`src/rtl/matrix_pkg.sv`:
```
// ---------------------------------------------------------------------------
// matrix_pkg
//
// Shared definitions for the matrix-calculator datapath blocks.
//   MAX_DIM   : maximum rows/columns of a packed matrix (packing stride)
//   ELEM_W    : element width in bits
//   SCAL_W    : scalar width in bits
//   MAT_W     : width of a packed 5x5 matrix (200 bits)
//   PROD_W    : full width of an element-by-scalar product
//   OFF_W     : width of a bit offset into a packed matrix
//   seq_state_t : IDLE / RUN / DONE states of the scalar-multiply sequencer
//   elem_offset : bit offset of element (row, col) inside a packed matrix
// ---------------------------------------------------------------------------
package matrix_pkg;

  localparam int MAX_DIM = 5;
  localparam int ELEM_W  = 8;
  localparam int SCAL_W  = 4;
  localparam int MAT_W   = MAX_DIM * MAX_DIM * ELEM_W;
  localparam int PROD_W  = ELEM_W + SCAL_W;
  localparam int OFF_W   = 8;

  typedef enum logic [1:0] {
    IDLE = 2'd0,
    RUN  = 2'd1,
    DONE = 2'd2
  } seq_state_t;

  // Row-major packing with a fixed stride of MAX_DIM, regardless of the
  // active m x n size, so every block sees the same element positions.
  function automatic logic [OFF_W-1:0] elem_offset(input logic [2:0] row,
                                                   input logic [2:0] col);
    return OFF_W'((int'(row) * MAX_DIM + int'(col)) * ELEM_W);
  endfunction

endpackage

```
`src/rtl/scalar_mul_elem.sv`:
```
// ---------------------------------------------------------------------------
// scalar_mul_elem
//
// Combinational 8x4 unsigned multiply of one matrix element by a scalar,
// reduced back to element width.
//   elem    in  8  matrix element
//   scalar  in  4  unsigned scalar
//   product out 8  element * scalar, reduced to 8 bits
//
// Build option: SCALAR_MUL_SATURATE_EN
//   defined   : products above 255 clamp to 8'hFF
//   undefined : the low 8 bits are kept (modulo 256), matching the
//               combinational scalar-multiply path
// ---------------------------------------------------------------------------
module scalar_mul_elem
  import matrix_pkg::*;
(
  input  logic [ELEM_W-1:0] elem,
  input  logic [SCAL_W-1:0] scalar,
  output logic [ELEM_W-1:0] product
);

`ifdef SCALAR_MUL_SATURATE_EN
  logic [PROD_W-1:0] full_product;

  // Any bit set above the element width means the true product exceeds 255.
  assign full_product = PROD_W'(elem) * PROD_W'(scalar);
  assign product      = (full_product[PROD_W-1:ELEM_W] != '0) ?
                        {ELEM_W{1'b1}} : full_product[ELEM_W-1:0];
`else
  // An element-width multiply yields exactly the low bits of the full product.
  assign product = elem * ELEM_W'(scalar);
`endif

endmodule

```
`src/rtl/scalar_mul_sequencer.sv`:
```
// ---------------------------------------------------------------------------
// scalar_mul_sequencer
//
// Multi-cycle matrix-by-scalar multiply. One shared scalar_mul_elem is
// stepped over the active m x n region of a packed 5x5 matrix, one element
// per clock, in row-major order. Elements outside the region read as 0.
//
// Ports
//   clk           in  1    system clock, rising edge
//   reset         in  1    asynchronous reset, active low
//   start         in  1    request, only sampled in IDLE
//   abort         in  1    synchronous cancel back to IDLE (beats start)
//   m, n          in  3    row / column count, legal 1..5
//   scalar_value  in  4    unsigned scalar
//   matrix_a      in  200  packed input, element (i,j) at [(i*5+j)*8 +: 8]
//   result        out 200  packed product, same packing
//   busy          out 1    high while in RUN
//   done          out 1    one-cycle completion pulse (success or error)
//   result_valid  out 1    result holds a completed product
//   dim_err       out 1    last start was rejected for illegal dimensions
//
// Build option: SCALAR_MUL_SATURATE_EN (see scalar_mul_elem) selects
// saturating instead of wrapping products; timing is unchanged.
// ---------------------------------------------------------------------------
module scalar_mul_sequencer
  import matrix_pkg::*;
(
  input  logic              clk,
  input  logic              reset,
  input  logic              start,
  input  logic              abort,
  input  logic [2:0]        m,
  input  logic [2:0]        n,
  input  logic [SCAL_W-1:0] scalar_value,
  input  logic [MAT_W-1:0]  matrix_a,
  output logic [MAT_W-1:0]  result,
  output logic              busy,
  output logic              done,
  output logic              result_valid,
  output logic              dim_err
);

  seq_state_t        state;
  seq_state_t        next_state;

  logic [2:0]        lat_m;
  logic [2:0]        lat_n;
  logic [SCAL_W-1:0] lat_scalar;
  logic [MAT_W-1:0]  lat_a;

  logic [2:0]        row;
  logic [2:0]        col;

  logic              dims_ok;
  logic              last_col;
  logic              last_elem;
  logic [OFF_W-1:0]  elem_off;
  logic [ELEM_W-1:0] cur_elem;
  logic [ELEM_W-1:0] cur_prod;

  // Dimensions are checked on the live inputs because they are only
  // meaningful in the cycle the start is accepted.
  assign dims_ok = (m != 3'd0) && (m <= 3'(MAX_DIM)) &&
                   (n != 3'd0) && (n <= 3'(MAX_DIM));

  assign last_col  = (col == lat_n - 3'd1);
  assign last_elem = last_col && (row == lat_m - 3'd1);

  assign elem_off = elem_offset(row, col);
  assign cur_elem = lat_a[elem_off +: ELEM_W];

  scalar_mul_elem u_mul (
    .elem    (cur_elem),
    .scalar  (lat_scalar),
    .product (cur_prod)
  );

  // State register.
  always_ff @(posedge clk or negedge reset) begin
    if (!reset) begin
      state <= IDLE;
    end else begin
      state <= next_state;
    end
  end

  // Next-state and handshake outputs. busy and done are decoded straight
  // from the state so they can never overlap and drop instantly on reset.
  always_comb begin
    next_state = state;
    busy       = 1'b0;
    done       = 1'b0;
    case (state)
      IDLE: begin
        if (start) begin
          next_state = dims_ok ? RUN : DONE;
        end
      end
      RUN: begin
        busy = 1'b1;
        if (last_elem) begin
          next_state = DONE;
        end
      end
      DONE: begin
        done       = 1'b1;
        next_state = IDLE;
      end
      default: begin
        next_state = IDLE;
      end
    endcase
    if (abort) begin
      next_state = IDLE;
    end
  end

  // Operand latches, index counters, result accumulation and status flags.
  // A rejected start still clears the previous result so stale data is not
  // mistaken for the outcome of the bad request.
  always_ff @(posedge clk or negedge reset) begin
    if (!reset) begin
      lat_m        <= 3'd0;
      lat_n        <= 3'd0;
      lat_scalar   <= '0;
      lat_a        <= '0;
      row          <= 3'd0;
      col          <= 3'd0;
      result       <= '0;
      result_valid <= 1'b0;
      dim_err      <= 1'b0;
    end else if (abort) begin
      row          <= 3'd0;
      col          <= 3'd0;
      result       <= '0;
      result_valid <= 1'b0;
      dim_err      <= 1'b0;
    end else begin
      case (state)
        IDLE: begin
          if (start) begin
            lat_m        <= m;
            lat_n        <= n;
            lat_scalar   <= scalar_value;
            lat_a        <= matrix_a;
            row          <= 3'd0;
            col          <= 3'd0;
            result       <= '0;
            result_valid <= 1'b0;
            dim_err      <= !dims_ok;
          end
        end
        RUN: begin
          result[elem_off +: ELEM_W] <= cur_prod;
          if (last_elem) begin
            row          <= 3'd0;
            col          <= 3'd0;
            result_valid <= 1'b1;
          end else if (last_col) begin
            col <= 3'd0;
            row <= row + 3'd1;
          end else begin
            col <= col + 3'd1;
          end
        end
        default: begin
        end
      endcase
    end
  end

endmodule
```
`config.mk`:
```
export PLATFORM = sky130hd
export DESIGN_NAME = scalar_mul_sequencer
export DESIGN_NICKNAME = d
export VERILOG_FILES = /design/src/rtl/matrix_pkg.sv /design/src/rtl/scalar_mul_elem.sv /design/src/rtl/scalar_mul_sequencer.sv
export SDC_FILE = /design/constraint.sdc
export NUM_CORES = 1
export LEC_CHECK = 0
export BUFFER_PORTS_ARGS = -buffer_cell sky130_fd_sc_hd__buf_2
export CAP_MARGIN = 5
export CORE_MARGIN = 2
export CORE_UTILIZATION = 35
export CTS_BUF_LIST = sky130_fd_sc_hd__clkbuf_8
export DETAILED_ROUTE_END_ITERATION = 12
export GPL_ROUTABILITY_DRIVEN = 0
export PLACE_DENSITY = 0.61
export SLEW_MARGIN = 20
export SYNTH_ARGS = -nofsm -noshare
export SYNTH_HDL_FRONTEND = slang
export SYNTH_HIERARCHICAL = 1
export SYNTH_SLANG_ARGS = --single-unit
export TNS_END_PERCENT = 100
```
`constraint.sdc`:
```
create_clock -name clk -period 6.75 [get_ports clk]
set_clock_uncertainty 0.05 [all_clocks]
set_input_delay 0.3375 -clock clk [delete_from_list [all_inputs] [get_ports clk]]
set_output_delay 0.3375 -clock clk [all_outputs]
set_load 0.05 [all_outputs]
```
Word-level counts from Yosys, hierarchy flattened

Cells that the tools add are included.

Logic and storage cells: 75
Input port bits: 214
Latch bits: 0
Memories: 0
Memory bits (read-only): 0
Bits in writable memories: 0
Flip-flop bits (word level): 420
Output and inout bits: 204

Muxes and demuxes: 27
Divide/modulo/power cells: 0
Equal/unequal tests: 7
Bitwise gates (word level): 1
Reduce and logical (&&, ||, !) cells: 17
$mul: 2
$add $sub $neg: 6
Magnitude comparators: 2
Shift operators: 3

Operators with widths:

| kind                     | count |
|---|---|
| $mux 200                 | 2 |
| $pmux 200 s2             | 1 |
| $bwmux 200               | 1 |
| $shift 8x10->200 const A | 1 |
| $shiftx 200x9->8         | 1 |
| $shiftx 8x10->200        | 1 |
| $mux 3                   | 7 |
| $pmux 3 s2               | 2 |
| $neg 8->10               | 1 |
| $reduce_and 3->1         | 3 |
| $reduce_bool 3->1        | 3 |
| $mul 8x4->8              | 1 |
| $mux 1                   | 8 |
| $mux 2                   | 4 |
| $add 3x1->3 const B      | 2 |
| $eq 3x3->1               | 2 |
| $le 3x3->1 const B       | 2 |
| $ne 3x3->1 const B       | 2 |
| $reduce_and 2->1         | 3 |
| $sub 3x1->3 const B      | 2 |
| $add 5x3->5              | 1 |
| $mul 3x3->5 const B      | 1 |
| $logic_and 1x1->1        | 4 |
| $ne 4x4->1 const B       | 1 |
| other kinds (8)          | 9 |

Logic depth before layout (Yosys ltp)

Depth after elaboration: 8
Gate-level depth with buffers: 23
Gate-level depth less buffers: 20

Modules after synthesis

The synthesis kept the hierarchy.

Modules (own cells, without submodules):

| module               | cells each | instances | seq. area each (um2) | area an instance (um2) |
|---|---|---|---|---|
| scalar_mul_sequencer | 1319       | 1         | 10510.1              | 18208.7 |
| scalar_mul_elem      | 71         | 1         | 0.0                  | 594.3 |

Worst setup path before layout

Ideal clock, no wire load.

Path type: register to register
From: register row[1]
To: register result[135]
Setup time: 0.084 ns
Path buffers: 4
Cell stages (with the launch flop): 23
Period minus slack after synthesis: 5.591 ns
Data required time: 6.616 ns
Arrival time: 5.457 ns
Path slack: 1.159 ns
Path through: dfrtp_1 -> ha_1 -> ha_1 -> buf_2 -> buf_1 -> clkbuf_1 -> mux4_2 -> mux2_2 -> a221oi_1 -> nor2_1 -> and2_1 -> fa_1 -> inv_1 -> fa_1 -> inv_1 -> ha_1 -> a21o_1 -> a21oi_1 -> o21ai_0 -> xnor2_1 -> clkbuf_1 -> nand2_1 -> o22ai_1

Longest elaborated chain between the ends: 8
Elaborated cells on any way between the ends: 10
Those cells by class: add/sub: 2; mul: 2; shift: 3; mux: 3

RTL lines:

| element                        | RTL line                    | RTL |
|---|---|---|
| start: declaration             | scalar_mul_sequencer.sv:51  | `logic [2:0] row;` |
| start signal: assignment       | scalar_mul_sequencer.sv:161 | `row <= row + 3'd1;` |
| $mul 3x3->5                    | matrix_pkg.sv:33            | `return OFF_W'((int'(row) * MAX_DIM + int'(col)) * ELEM_W);` |
| $add 5x3->5                    | matrix_pkg.sv:33            |  |
| $shiftx 200x9->8               | scalar_mul_sequencer.sv:70  | `assign cur_elem = lat_a[elem_off +: ELEM_W];` |
| net cur_elem[2]                | scalar_mul_sequencer.sv:58  | `logic [ELEM_W-1:0] cur_elem;` |
| $mul 8x4->8                    | scalar_mul_elem.sv:32       | `assign product = elem * ELEM_W'(scalar);` |
| net cur_prod[7]                | scalar_mul_sequencer.sv:59  | `logic [ELEM_W-1:0] cur_prod;` |
| $shiftx 8x10->200              | scalar_mul_sequencer.sv:154 | `result[elem_off +: ELEM_W] <= cur_prod;` |
| $bwmux 200                     | scalar_mul_sequencer.sv:154 |  |
| $pmux 200 s2                   | scalar_mul_sequencer.sv:139 | `case (state)` |
| $mux 200                       | scalar_mul_sequencer.sv:132 | `end else if (abort) begin` |
| end signal: indexed assignment | scalar_mul_sequencer.sv:154 |  |
| end: declaration               | scalar_mul_sequencer.sv:36  | `output logic [MAT_W-1:0] result,` |

The timed path passes the listed nets, and every way through them passes these cells.
A chain may end at the register's enable or synchronous reset.

Worst setup path in the final report

From: register row[0]
To: register result[15]

The elaborated chain is that of the path after synthesis.

==> results.cfg <==
[status]
outcome = completed

[pwr]
power.density_nw_per_um2 = 355
power.ir.vdd_worst_v = 0.000702
leakage_power_nw = 11.8
post-layout-total-power_w = 0.00904

[synth]
synth_top_area_share_pct = 55.9
ys_warn_count = 6
yosys-top-cells-count = dfrtp_1 (420), mux2_2 (215), nand2_1 (151)
count_of_flip_flops_with_a_built_in_enable_after_synthesis = 0
postSynthCellCount = 1390
synth_most_common_cell = dfrtp_1
synth-seq-cells = 420
yosysTopAreaCell = dfrtp_1
synth.net_count = 1635
synth_area_per_cell_um2 = 13.5
post_synth_instance_area_um2 = 18800
proportion_of_synthesized_flip_flops_having_asynchronous_set_or_reset_pct = 100
cell_types_with_the_largest_area_share_after_synthesis = dfrtp_1 (56%), mux2_2 (13%), mux4_2 (6.3%), a32o_1 (5.0%), nand2_1 (3.0%)
synth_sequential_area_ratio_pct = 55.9
synth.lib_cells_used.distinct = 67
synthFlopType = dfrtp_1

[clocking]
tritoncts = built
clock_insertion_delay_worst_skew_ns = 0.64
clock_sinks = 420
cts_post_setup_buffers_inserted = 0
cts_htree_levels = 3
clk_path_buf_depth = 3
cts_root_buffer = clkbuf_8
cts.clk_slew.worst_paths_ns = 0.06
cts_buffers = 76

[critical_path]
reg2regPathDepth = 22
regToRegSetupSlack_ns = 0.88
setup.worst_path.start_class = register
critical_path_class = register to register
slowest_delay_ns = 0.53
required_time_of_the_critical_path_ns = 7.24
cp-startpoint = row[0]$_DFFE_PN0P_
end_kind = register
critical_path.reg2reg.endpoint = result[15]$_DFFE_PN0P_
critical-path-slowest-cell = fa_1
crit_top_cell = ha_1
worstReg2RegStart = row[0]$_DFFE_PN0P_
path_cells = ha_1, ha_1, ha_1, nand3_1, a21oi_1, nor2_1, buf_4, a221oi_1, nor2_1, and2_1, fa_1, inv_1, fa_1, inv_1, ha_1, a21o_1, a21oi_1, o21ai_0, xnor2_2, buf_4, nand2_1, o22ai_1
worst-endpoint-arrival_ns = 6.36
cp_max_fo = 20

[finish]
ff_latch_area_um2 = 10500
nets = 2281
post_route_cells_drive_above_1_share_pct = 41.9
flow.area_growth_from_synthesis_pct = 35.3
final.fill_count = 4641
layoutNonFillerInstCount = 2781
multi_input_comb_area_um2 = 7870

[place]
buffer_ports.inserted = 417
placedCellCount = 2432
detailedPlacementHpwl_um = 41700
placement.setup.worst_slack_ns = 0.889

[floorplan]
rows = 84
floorplan.die.width_um = 236
initial_utilization_pct = 35.6
die_area_um2 = 55600
fp.coreArea_um2 = 52900
num_io_pins = 418
floorplan.die.height_um = 236

[job]
max_cap_viol_count = 0

[sta]
timing_hold_violations_final = 0
slew_violations = 0
report.final.setup_viol = 0
slew-limit-headroom_pct = 18.3
grt_setup_unrepaired = no
finalCritPeriodShare_pct = 87.0
post-route-worst-setup-slack_ns = 0.877
max_slew.worst_pin.slew_ns = 1.23
clock.fmax_ghz = 0.170
totalNegativeSetupSlack_ns = 0
period_minus_slack_ns = 5.87

[drt]
wire_per_inst_um = 22.3
post-route-drc-count = 0
drtIter0Drc = 1115
first_pass_iters = 8
via_count = 14978
route.final.wire_length_um = 61900
route.detailed.vias_per_inst = 5.39
ant_nets = 0

[grt]
grt_pass1_wl_um = 95400
antenna_found_initial = 5
grt_max_degree = 189
grtUsageTotal_pct = 22.2
grt_pass1_vias = 15746
global_route.overflow_total = 0

[hold_path]
min_path_type = input port to async pin
[power by group]
part / switching (W) / internal [W] / total, W
clock network: 0.00106 / 0.00133 / 0.00239
logic: 0.00220 / 0.00129 / 0.00349
registers: 0.000238 / 0.00291 / 0.00315
total: 0.00351 / 0.00553 / 0.00904
[final cells by class]
class	count	share of cell area (%)
sequential	420	41.3
multi-input combinational	851	30.9
timing repair buffer	666	18.0
clock buffer	94	5.09
tap	688	3.38
clock inverter	36	0.900
inverter	21	0.310
antenna	5	0.0492
[critical path, delay by kind of cell (launching register included)]
family	cells	cell delay (ns)
AOI/OAI and AO/OA	6	1.30
xor gates and xnor gates	1	0.17
adders and majority gates	6	2.36
buffers and inverters	4	0.66
DFF	1	0.46
and+or+nand+nor	5	0.79
[state kept, by name, indices dropped and copies added, names as in the netlist]
register      cells
lat_a           200
result          200
lat_scalar        4
col               3
lat_m             3
lat_n             3
row               3
state             2
dim_err           1
result_valid      1
[placed cells by master (no fill, tap or decap), types with 8 or more instances in the layout]
cell type	n
dfrtp_1	420
buf_2	416
mux2_2	215
dlygate4sd3_1	213
nand2_1	151
a32o_1	94
clkbuf_8	94
o22ai_1	81
mux4_2	53
inv_1	40
nor2_1	34
buf_4	30
a22o_1	20
a21oi_1	18
ha_1	18
and2_1	12
nand3_1	11
fa_1	10
xnor2_1	9
o21ai_0	9
nor3_1	8
a221oi_1	8
a22o_2	8
clkinv_2	8
[through the flow]
| stage | utilization, % | area (µm²) | hold WS [ns] |
|---|---|---|---|
| 3_5_place_dp | 41.1 | 21700 | 0.428 |
| 5_1_grt | 48.1 | 25400 | 0.208 |
| 2_1_floorplan | - | 18800 | -0.00809 |
| 4_1_cts | 48.0 | 25400 | 0.340 |
| 6_report | 48.1 | 25400 | 0.199 |
| 3_3_place_gp | 41.1 | 21700 | 0.421 |
[what timing repair did]
| item | 4_1_cts | 5_1_grt |
|---|---|---|
| endpoints found under the hold margin | 349 | 0 |
| hold buffers | 213 | 0 |
| gates resized for setup | 0 | 0 |
| setup endpoints to repair | 0 | 0 |
[cells by family (layout without fill, tap and decap cells)]
kind of cell	count (synthesis)	after routing	synth area share (%)
adder cells (fa/ha/maj)	31	31	2.46
buffers and inverters	119	817	2.71
AO/OA/AOI/OAI	279	279	12.2
flip-flops	420	420	55.9
other	0	5	0
AND/OR/NAND/NOR	249	249	5.84
XOR/XNOR	21	21	1.20
multiplexers	271	271	19.6
[how the worst max path moves through the flow]
stage                               to  slack [ns]  depth (start not counted)
5_1_grt         result[63]$_DFFE_PN0P_        0.47                         22
3_3_place_gp    result[95]$_DFFE_PN0P_        0.91                         21
3_5_place_dp    result[95]$_DFFE_PN0P_        0.89                         21
6_report        result[15]$_DFFE_PN0P_        0.88                         22
4_1_cts         result[15]$_DFFE_PN0P_        0.86                         21
2_1_floorplan  result[135]$_DFFE_PN0P_        1.16                         22
[metal layers]
layer | track usage, % | vias up | share of wire [%]
li1 | - | 6568 | -
met1 | 27.7 | 7642 | 40
met2 | 38.1 | 641 | 51
met3 | 4.77 | 127 | 6.4
met4 | 8.34 | 0 | 2.9
met5 | 0 | - | 0
No activity file was read; power rests on OpenSTA's default activity.
